<file path="src/rtl/wide_uart_adapter_if.sv">
// Stream bundle between the wide-word side and the UART byte side of wide_uart_adapter.
// The master modport is the adapter's view; slave is the surrounding system's view.
interface wide_uart_adapter_if #(
  parameter int DATA_WIDTH = 64
);
  logic [DATA_WIDTH-1:0] s_axis_tdata;
  logic                  s_axis_tvalid;
  logic                  s_axis_tready;
  logic [DATA_WIDTH-1:0] m_axis_tdata;
  logic                  m_axis_tvalid;
  logic                  m_axis_tready;
  logic [7:0]            tx_byte_tdata;
  logic                  tx_byte_tvalid;
  logic                  tx_byte_tready;
  logic [7:0]            rx_byte_tdata;
  logic                  rx_byte_tvalid;
  logic                  rx_byte_tready;

  modport master (
    input  s_axis_tdata, s_axis_tvalid,
    output s_axis_tready,
    output m_axis_tdata, m_axis_tvalid,
    input  m_axis_tready,
    output tx_byte_tdata, tx_byte_tvalid,
    input  tx_byte_tready,
    input  rx_byte_tdata, rx_byte_tvalid,
    output rx_byte_tready
  );

  modport slave (
    output s_axis_tdata, s_axis_tvalid,
    input  s_axis_tready,
    input  m_axis_tdata, m_axis_tvalid,
    output m_axis_tready,
    input  tx_byte_tdata, tx_byte_tvalid,
    output tx_byte_tready,
    output rx_byte_tdata, rx_byte_tvalid,
    input  rx_byte_tready
  );
endinterface

</file>
<file path="src/rtl/wide_uart_adapter.sv">
// Serialises DATA_WIDTH-bit stream words into UART bytes and reassembles received bytes
// into words, with selectable byte order and an optional RX inter-byte timeout.
module wide_uart_adapter #(
  parameter int DATA_WIDTH = 64,
  parameter int MSB_FIRST  = 1,
  parameter int RX_TIMEOUT = 0,
  parameter int TO_WIDTH   = 24
) (
  input  logic                clk,
  input  logic                rst,
  wide_uart_adapter_if.master bus,
  output logic                rx_partial,
  output logic                rx_timeout,
  output logic                tx_active
);

  localparam int N     = DATA_WIDTH / 8;
  localparam int IDX_W = $clog2(N);
  localparam logic [IDX_W-1:0]    IDX_LAST = IDX_W'(N - 1);
  localparam logic [TO_WIDTH-1:0] TO_LAST  = (RX_TIMEOUT > 0) ? TO_WIDTH'(RX_TIMEOUT - 1) : '0;

  typedef enum logic {TX_IDLE, TX_SEND}    tx_state_t;
  typedef enum logic {RX_COLLECT, RX_HOLD} rx_state_t;

  // Wire position of byte number idx within the word for the configured byte order.
  function automatic int byte_pos(input logic [IDX_W-1:0] idx);
    return (MSB_FIRST != 0) ? (N - 1 - int'(idx)) : int'(idx);
  endfunction

  tx_state_t             tx_state;
  logic [DATA_WIDTH-1:0] tx_buf;
  logic [IDX_W-1:0]      tx_idx;
  logic [IDX_W-1:0]      tx_idx_nxt;

  rx_state_t             rx_state;
  logic [DATA_WIDTH-1:0] rx_buf;
  logic [IDX_W-1:0]      rx_idx;
  logic [TO_WIDTH-1:0]   rx_cnt;

  assign tx_idx_nxt      = tx_idx + 1'b1;
  assign bus.m_axis_tdata = rx_buf;

  // NOTE: every state register below is updated with <= so all reads in a block see the
  // pre-edge values, regardless of statement order.
  always_ff @(posedge clk) begin
    if (!rst) begin
      tx_state           <= TX_IDLE;
      tx_buf             <= '0;
      tx_idx             <= '0;
      bus.s_axis_tready  <= 1'b1;
      bus.tx_byte_tvalid <= 1'b0;
      bus.tx_byte_tdata  <= '0;
      tx_active          <= 1'b0;
    end else begin
      case (tx_state)
        TX_IDLE: begin
          if (bus.s_axis_tvalid) begin
            tx_buf             <= bus.s_axis_tdata;
            tx_idx             <= '0;
            bus.tx_byte_tdata  <= bus.s_axis_tdata[8*byte_pos('0) +: 8];
            bus.tx_byte_tvalid <= 1'b1;
            bus.s_axis_tready  <= 1'b0;
            tx_active          <= 1'b1;
            tx_state           <= TX_SEND;
          end
        end
        TX_SEND: begin
          // Byte and valid only move on a completed transfer, so they hold under back-pressure.
          if (bus.tx_byte_tready) begin
            if (tx_idx == IDX_LAST) begin
              bus.tx_byte_tvalid <= 1'b0;
              bus.tx_byte_tdata  <= '0;
              bus.s_axis_tready  <= 1'b1;
              tx_active          <= 1'b0;
              tx_state           <= TX_IDLE;
            end else begin
              tx_idx            <= tx_idx_nxt;
              bus.tx_byte_tdata <= tx_buf[8*byte_pos(tx_idx_nxt) +: 8];
            end
          end
        end
        default: tx_state <= TX_IDLE;
      endcase
    end
  end

  always_ff @(posedge clk) begin
    if (!rst) begin
      rx_state           <= RX_COLLECT;
      rx_buf             <= '0;
      rx_idx             <= '0;
      rx_cnt             <= '0;
      bus.rx_byte_tready <= 1'b1;
      bus.m_axis_tvalid  <= 1'b0;
      rx_partial         <= 1'b0;
      rx_timeout         <= 1'b0;
    end else begin
      rx_timeout <= 1'b0;
      case (rx_state)
        RX_COLLECT: begin
          if (bus.rx_byte_tvalid) begin
            // An arriving byte takes priority over a timeout expiring on the same edge.
            rx_buf[8*byte_pos(rx_idx) +: 8] <= bus.rx_byte_tdata;
            rx_cnt <= '0;
            if (rx_idx == IDX_LAST) begin
              bus.m_axis_tvalid  <= 1'b1;
              bus.rx_byte_tready <= 1'b0;
              rx_partial         <= 1'b0;
              rx_state           <= RX_HOLD;
            end else begin
              rx_idx     <= rx_idx + 1'b1;
              rx_partial <= 1'b1;
            end
          end else if (RX_TIMEOUT > 0 && rx_idx != '0) begin
            if (rx_cnt == TO_LAST) begin
              rx_buf     <= '0;
              rx_idx     <= '0;
              rx_cnt     <= '0;
              rx_partial <= 1'b0;
              rx_timeout <= 1'b1;
            end else begin
              rx_cnt <= rx_cnt + 1'b1;
            end
          end
        end
        RX_HOLD: begin
          if (bus.m_axis_tready) begin
            bus.m_axis_tvalid  <= 1'b0;
            bus.rx_byte_tready <= 1'b1;
            rx_buf             <= '0;
            rx_idx             <= '0;
            rx_cnt             <= '0;
            rx_state           <= RX_COLLECT;
          end
        end
        default: rx_state <= RX_COLLECT;
      endcase
    end
  end

endmodule
</file>
<file path="src/flat_wrapper.sv">
// flat-port wrapper written by rule: the top's interface ports become plain ports
module wide_uart_adapter_flat 
#(
  parameter int DATA_WIDTH = 64,
  parameter int MSB_FIRST  = 1,
  parameter int RX_TIMEOUT = 0,
  parameter int TO_WIDTH   = 24
)
  (clk, rst, rx_partial, rx_timeout, tx_active, bus_s_axis_tdata, bus_s_axis_tvalid, bus_s_axis_tready, bus_m_axis_tdata, bus_m_axis_tvalid, bus_m_axis_tready, bus_tx_byte_tdata, bus_tx_byte_tvalid, bus_tx_byte_tready, bus_rx_byte_tdata, bus_rx_byte_tvalid, bus_rx_byte_tready);
  wide_uart_adapter_if #(.DATA_WIDTH(DATA_WIDTH)) bus_i ();
  input  logic clk;
  input  logic rst;
  output logic rx_partial;
  output logic rx_timeout;
  output logic tx_active;
  input wire logic [$bits(bus_i.s_axis_tdata)-1:0] bus_s_axis_tdata;
  input wire logic [$bits(bus_i.s_axis_tvalid)-1:0] bus_s_axis_tvalid;
  output wire logic [$bits(bus_i.s_axis_tready)-1:0] bus_s_axis_tready;
  output wire logic [$bits(bus_i.m_axis_tdata)-1:0] bus_m_axis_tdata;
  output wire logic [$bits(bus_i.m_axis_tvalid)-1:0] bus_m_axis_tvalid;
  input wire logic [$bits(bus_i.m_axis_tready)-1:0] bus_m_axis_tready;
  output wire logic [$bits(bus_i.tx_byte_tdata)-1:0] bus_tx_byte_tdata;
  output wire logic [$bits(bus_i.tx_byte_tvalid)-1:0] bus_tx_byte_tvalid;
  input wire logic [$bits(bus_i.tx_byte_tready)-1:0] bus_tx_byte_tready;
  input wire logic [$bits(bus_i.rx_byte_tdata)-1:0] bus_rx_byte_tdata;
  input wire logic [$bits(bus_i.rx_byte_tvalid)-1:0] bus_rx_byte_tvalid;
  output wire logic [$bits(bus_i.rx_byte_tready)-1:0] bus_rx_byte_tready;
  assign bus_i.s_axis_tdata = bus_s_axis_tdata;
  assign bus_i.s_axis_tvalid = bus_s_axis_tvalid;
  assign bus_s_axis_tready = bus_i.s_axis_tready;
  assign bus_m_axis_tdata = bus_i.m_axis_tdata;
  assign bus_m_axis_tvalid = bus_i.m_axis_tvalid;
  assign bus_i.m_axis_tready = bus_m_axis_tready;
  assign bus_tx_byte_tdata = bus_i.tx_byte_tdata;
  assign bus_tx_byte_tvalid = bus_i.tx_byte_tvalid;
  assign bus_i.tx_byte_tready = bus_tx_byte_tready;
  assign bus_i.rx_byte_tdata = bus_rx_byte_tdata;
  assign bus_i.rx_byte_tvalid = bus_rx_byte_tvalid;
  assign bus_rx_byte_tready = bus_i.rx_byte_tready;
  wide_uart_adapter #(.DATA_WIDTH(DATA_WIDTH), .MSB_FIRST(MSB_FIRST), .RX_TIMEOUT(RX_TIMEOUT), .TO_WIDTH(TO_WIDTH)) u_core (.clk(clk), .rst(rst), .bus(bus_i), .rx_partial(rx_partial), .rx_timeout(rx_timeout), .tx_active(tx_active));
endmodule
</file>
<file path="config.mk">
export PLATFORM = sky130hd
export DESIGN_NAME = wide_uart_adapter_flat
export DESIGN_NICKNAME = d
export VERILOG_FILES = /design/src/rtl/wide_uart_adapter_if.sv /design/src/rtl/wide_uart_adapter.sv /design/src/flat_wrapper.sv
export SDC_FILE = /design/constraint.sdc
export NUM_CORES = 1
export LEC_CHECK = 0
export CAP_MARGIN = 20
export CORE_MARGIN = 4
export CORE_UTILIZATION = 49
export CTS_CLUSTER_SIZE = 14
export DETAILED_ROUTE_END_ITERATION = 8
export GPL_TIMING_DRIVEN = 0
export PLACE_DENSITY = 0.8
export SYNTH_ARGS = -nofsm -noshare
export SYNTH_HDL_FRONTEND = slang
export SYNTH_SLANG_ARGS = --single-unit
</file>
<file path="constraint.sdc">
create_clock -name clk -period 2.6 [get_ports clk]
set_input_delay 0.52 -clock clk [delete_from_list [all_inputs] [get_ports clk]]
set_output_delay 0.52 -clock clk [all_outputs]
set_load 0.05 [all_outputs]
</file>
==> results by group <==
Run status
  • Run status: completed

STA
  • Setup WS post-layout: 138 ps
  • Final setup viols: 0
  • RSZ-0062 raised after global routing: true
  • Slew margin rel.: 41.7%
  • Worst hold margin: 463 ps
  • Final Hold Fails: 0
  • Fmax: 406 MHz
  • Post-layout min period: 2460 ps
  • Tcrit/Tclk final: 94.7%
  • Max Slew Vio Count: 0
  • Final Skew: 10.9 ps
  • Tightest Pin Transition: 868 ps

Pwr
  • Seq pwr share: 43.3%
  • Worst VDD drop: 498 uV
  • Clock power frac: 44.1%
  • PD cells: 665 nW/um^2
  • Pwr Total: 5630 uW
  • Comb power frac: 12.6%
  • Int Pwr: 4210 uW
  • Switching Share: 25.2%
  • Switching power: 1420 uW
  • Lkg Pwr: 0.00301 uW

Floorplan
  • Total Die Area: 14300 um^2
  • I/O pin total: 157
  • Core box area: 12100 um^2
  • Chip Width: 120 um
  • Starting Density: 50.4%
  • DIE HEIGHT: 120 um
  • Placement Rows: 40

Critical path
  • Worst Path Required: 2960 ps
  • Crit path depth: 6
  • Setup crit end kind: flop
  • CP max FO: 10
  • Worst setup path end: u_core.bus.m_axis_tdata[63]$_SDFFE_PN0P_
  • R2R Path Start: u_core.rx_idx[0]$_SDFFE_PN0P_
  • Setup slack, reg-to-reg: 140 ps
  • Crit-path cells: ha_1 > ha_1 > buf_2 > nor4_2 > a22oi_1 > nor2b_1
  • Crit-path max cell delay: 760 ps
  • RR Endpoint: u_core.bus.m_axis_tdata[63]$_SDFFE_PN0P_
  • CP top delay family: simple AND/OR/NAND/NOR gates
  • Crit path max-delay cell type: nor4_2
  • Worst Setup Path Type: reg2reg
  • Crit start category: flop
  • CP dominant cell by count: ha_1
  • Number of cells on the worst reg-to-reg path: 6
  • CP arrival: 2820 ps
  • Critical path origin: u_core.rx_idx[0]$_SDFFE_PN0P_
  • CP bufs+invs: 1

Clock tree
  • Clk sinks: 149
  • TritonCTS Buffers: 17
  • Cts repair resizes: 0
  • Clock root buffer: clkbuf_16
  • Clock transition at path regs: 60 ps
  • Postcts setup bufs: 0
  • Hold_buf cts: 0
  • TritonCTS clock tree: yes
  • CTS Buffer Depth: 2
  • Clk_lat worst skew: 430 ps
  • H-tree depth: 4

Global route
  • Global route total overflow: 0
  • Initial antenna violation count: 0
  • Vias in the first global route: 5579
  • Largest net degree at the start of global routing: 17
  • Global-route wire length before repair: 28800 um
  • Tot GR Track Use: 25.4%

Logic synthesis
  • Xor and xnor area share after synthesis: 0%
  • Synthesized netlist cell count: 647
  • Yosys cell types: 38
  • Sequential element share of the synthesized area: 48.9%
  • Synth Flop Type: dfxtp_1
  • Yosys top cell by area: dfxtp_1
  • Post-Synth Simple-Gate Area: 18.5%
  • Mux contribution to synthesized area: 5.58%
  • Post-Synth Adder-Cell Area: 1.64%
  • Synth top area share: 48.9%
  • Compound-Gate Fraction of Synth Area: 22.0%
  • EDFF count, synth: 0
  • Synth Net Count: 733
  • Top cells by area, synth: dfxtp_1 49%, nand2_1 9.3%, a21boi_0 6.4%, o2bb2ai_1 4.6%, a22oi_1 3.9%
  • Count of state elements after synthesis: 149
  • Main combinational cell family by area after synthesis: compound AO/OA/AOI/OAI gates
  • Mean Syn Cell Area: 9.43 um^2
  • FFs w/ async S/R, synth: 0%
  • Number of synthesis warnings: 0
  • Post-Syn Area: 6100 um^2

Routing
  • Initial DRT Pass Iterations: 7
  • Via Count: 5493
  • DRT iter0 DRCs: 451
  • Final WL: 17900 um
  • Routed len/inst: 17.9 um
  • DR DRC count: 0
  • Routed Antenna Nets: 0
  • Drt via density: 5.48

Finish
  • Area Overhead vs Synth: 38.7%
  • Final Cell Area: 8460 um^2
  • Layout cells sized above 1: 7.19%
  • Ant. Diodes: 0
  • Sequential Area: 2980 um^2
  • Finished Layout Cells: 1002
  • Multi-input gate area: 2910 um^2
  • Fill cell count: 956
  • Nets: 907

Placed design
  • Port bufs: 155
  • Placed Area: 7860 um^2
  • Pre-CTS setup slack: 40.8 ps
  • Placed Cells incl. Taps: 970
  • DP Wirelength: 13300 um
  • Gpl congestion: 0.870

Min path
  • Hold path depth: 1
  • Hold crit path type: reg2reg

Job
  • Number of max-cap violations: 0
through the flow:
step                TNS (ps)  util, %
global placement           0     64.9
global route            -294     69.9
floorplan                  0        -
CTS                        0     69.9
detailed placement         0     64.9
finish                     0     69.9
area by class of cell:
class / instances / share of cell area, %
plain buffers: 42 / 2.26
clock buffers: 19 / 5.24
clock inverters: 13 / 1.86
inverters: 3 / 0.133
multi-input cells: 453 / 34.4
flip-flops and latches: 149 / 35.3
well taps: 168 / 2.48
repair buffers: 155 / 18.3
cells in the final DEF (no fill, tap or decap), types with 2 or more instances in the layout:
cell / n
nor3_1: 9
and3_1: 2
and2_1: 3
clkbuf_16: 17
mux2i_1: 16
nand3_1: 16
a22oi_1: 32
nand2_1: 151
a41oi_2: 2
clkbuf_1: 24
o21ai_0: 21
nor2b_1: 30
buf_1: 5
clkdlybuf4s50_1: 155
o21a_1: 8
nor4_2: 2
a21boi_0: 52
dfxtp_1: 149
inv_1: 3
o2bb2ai_1: 32
ha_1: 8
nand3b_1: 2
clkinv_2: 5
a21boi_1: 20
buf_2: 9
nand2b_1: 6
a31oi_1: 2
a21oi_1: 10
clkinv_4: 4
nor3b_1: 8
bufinv_16: 3
mux4_2: 8
nor2_1: 5
buf_4: 4
routing by layer:
layer / track usage, % / share of wire (%)
met5: 0 / 0
met4: 9.02 / 1.7
met3: 5.42 / 5.1
met2: 42.6 / 49
met1: 32.6 / 44
flip-flops by register name (all words and copies together) (netlist names):
name / cells
u_core.rx_idx: 3
u_core.rx_partial: 1
u_core.tx_buf: 64
u_core.bus.tx_byte_tdata: 8
u_core.rx_state: 1
u_core.tx_idx: 3
u_core.bus.m_axis_tvalid: 1
u_core.bus.s_axis_tready: 1
u_core.tx_state: 1
u_core.bus.tx_byte_tvalid: 1
u_core.bus.rx_byte_tready: 1
u_core.bus.m_axis_tdata: 64
Yosys cell counts, types with 9 or more instances:
master / instances
buf_2: 9
dfxtp_1: 149
mux2i_1: 16
nand3_1: 16
a21oi_1: 10
a21boi_1: 20
a21boi_0: 52
clkbuf_1: 23
nor3_1: 9
o2bb2ai_1: 32
a22oi_1: 32
nand2_1: 151
o21ai_0: 21
nor2b_1: 30
logic make-up (layout without fill, tap and decap cells):
| logic type | after synthesis | count (layout) |
|---|---|---|
| AOI/OAI and AO/OA | 181 | 181 |
| DFF | 149 | 149 |
| and+or+nand+nor | 239 | 239 |
| muxes | 24 | 24 |
| adders and majority gates | 8 | 8 |
| buffers and inverters | 45 | 232 |
| other | 1 | 1 |
how the worst min path moves through the flow:
stage / end / startpoint
finish: u_core.bus.m_axis_tdata[42]$_SDFFE_PN0P_ / u_core.bus.m_axis_tdata[42]$_SDFFE_PN0P_
global route: u_core.bus.m_axis_tdata[45]$_SDFFE_PN0P_ / u_core.bus.m_axis_tdata[45]$_SDFFE_PN0P_
CTS: u_core.tx_buf[58]$_SDFFE_PN0P_ / u_core.tx_buf[58]$_SDFFE_PN0P_
detailed placement: u_core.bus.m_axis_tdata[42]$_SDFFE_PN0P_ / u_core.bus.m_axis_tdata[42]$_SDFFE_PN0P_
global placement: u_core.tx_buf[58]$_SDFFE_PN0P_ / u_core.tx_buf[58]$_SDFFE_PN0P_
floorplan: u_core.tx_buf[39]$_SDFFE_PN0P_ / u_core.tx_buf[39]$_SDFFE_PN0P_
worst reg2reg max path: stages (launching register included):
cell and delay (ps):
dfxtp_1 550, ha_1 250, ha_1 290, buf_2 220
nor4_2 760, a22oi_1 150, nor2b_1 180
power groups by stage:
stage / logic, uW / registers [uW] / clock network, uW
final: 707 / 2440 / 2480
after global routing: 764 / 2440 / 2610
after CTS: 706 / 2430 / 2500
after detailed placement: 701 / 2480 / 0
after global placement: 682 / 2480 / 0
after floorplan: 323 / 2550 / 0
Note: power is estimated with default switching activity, not from simulation.
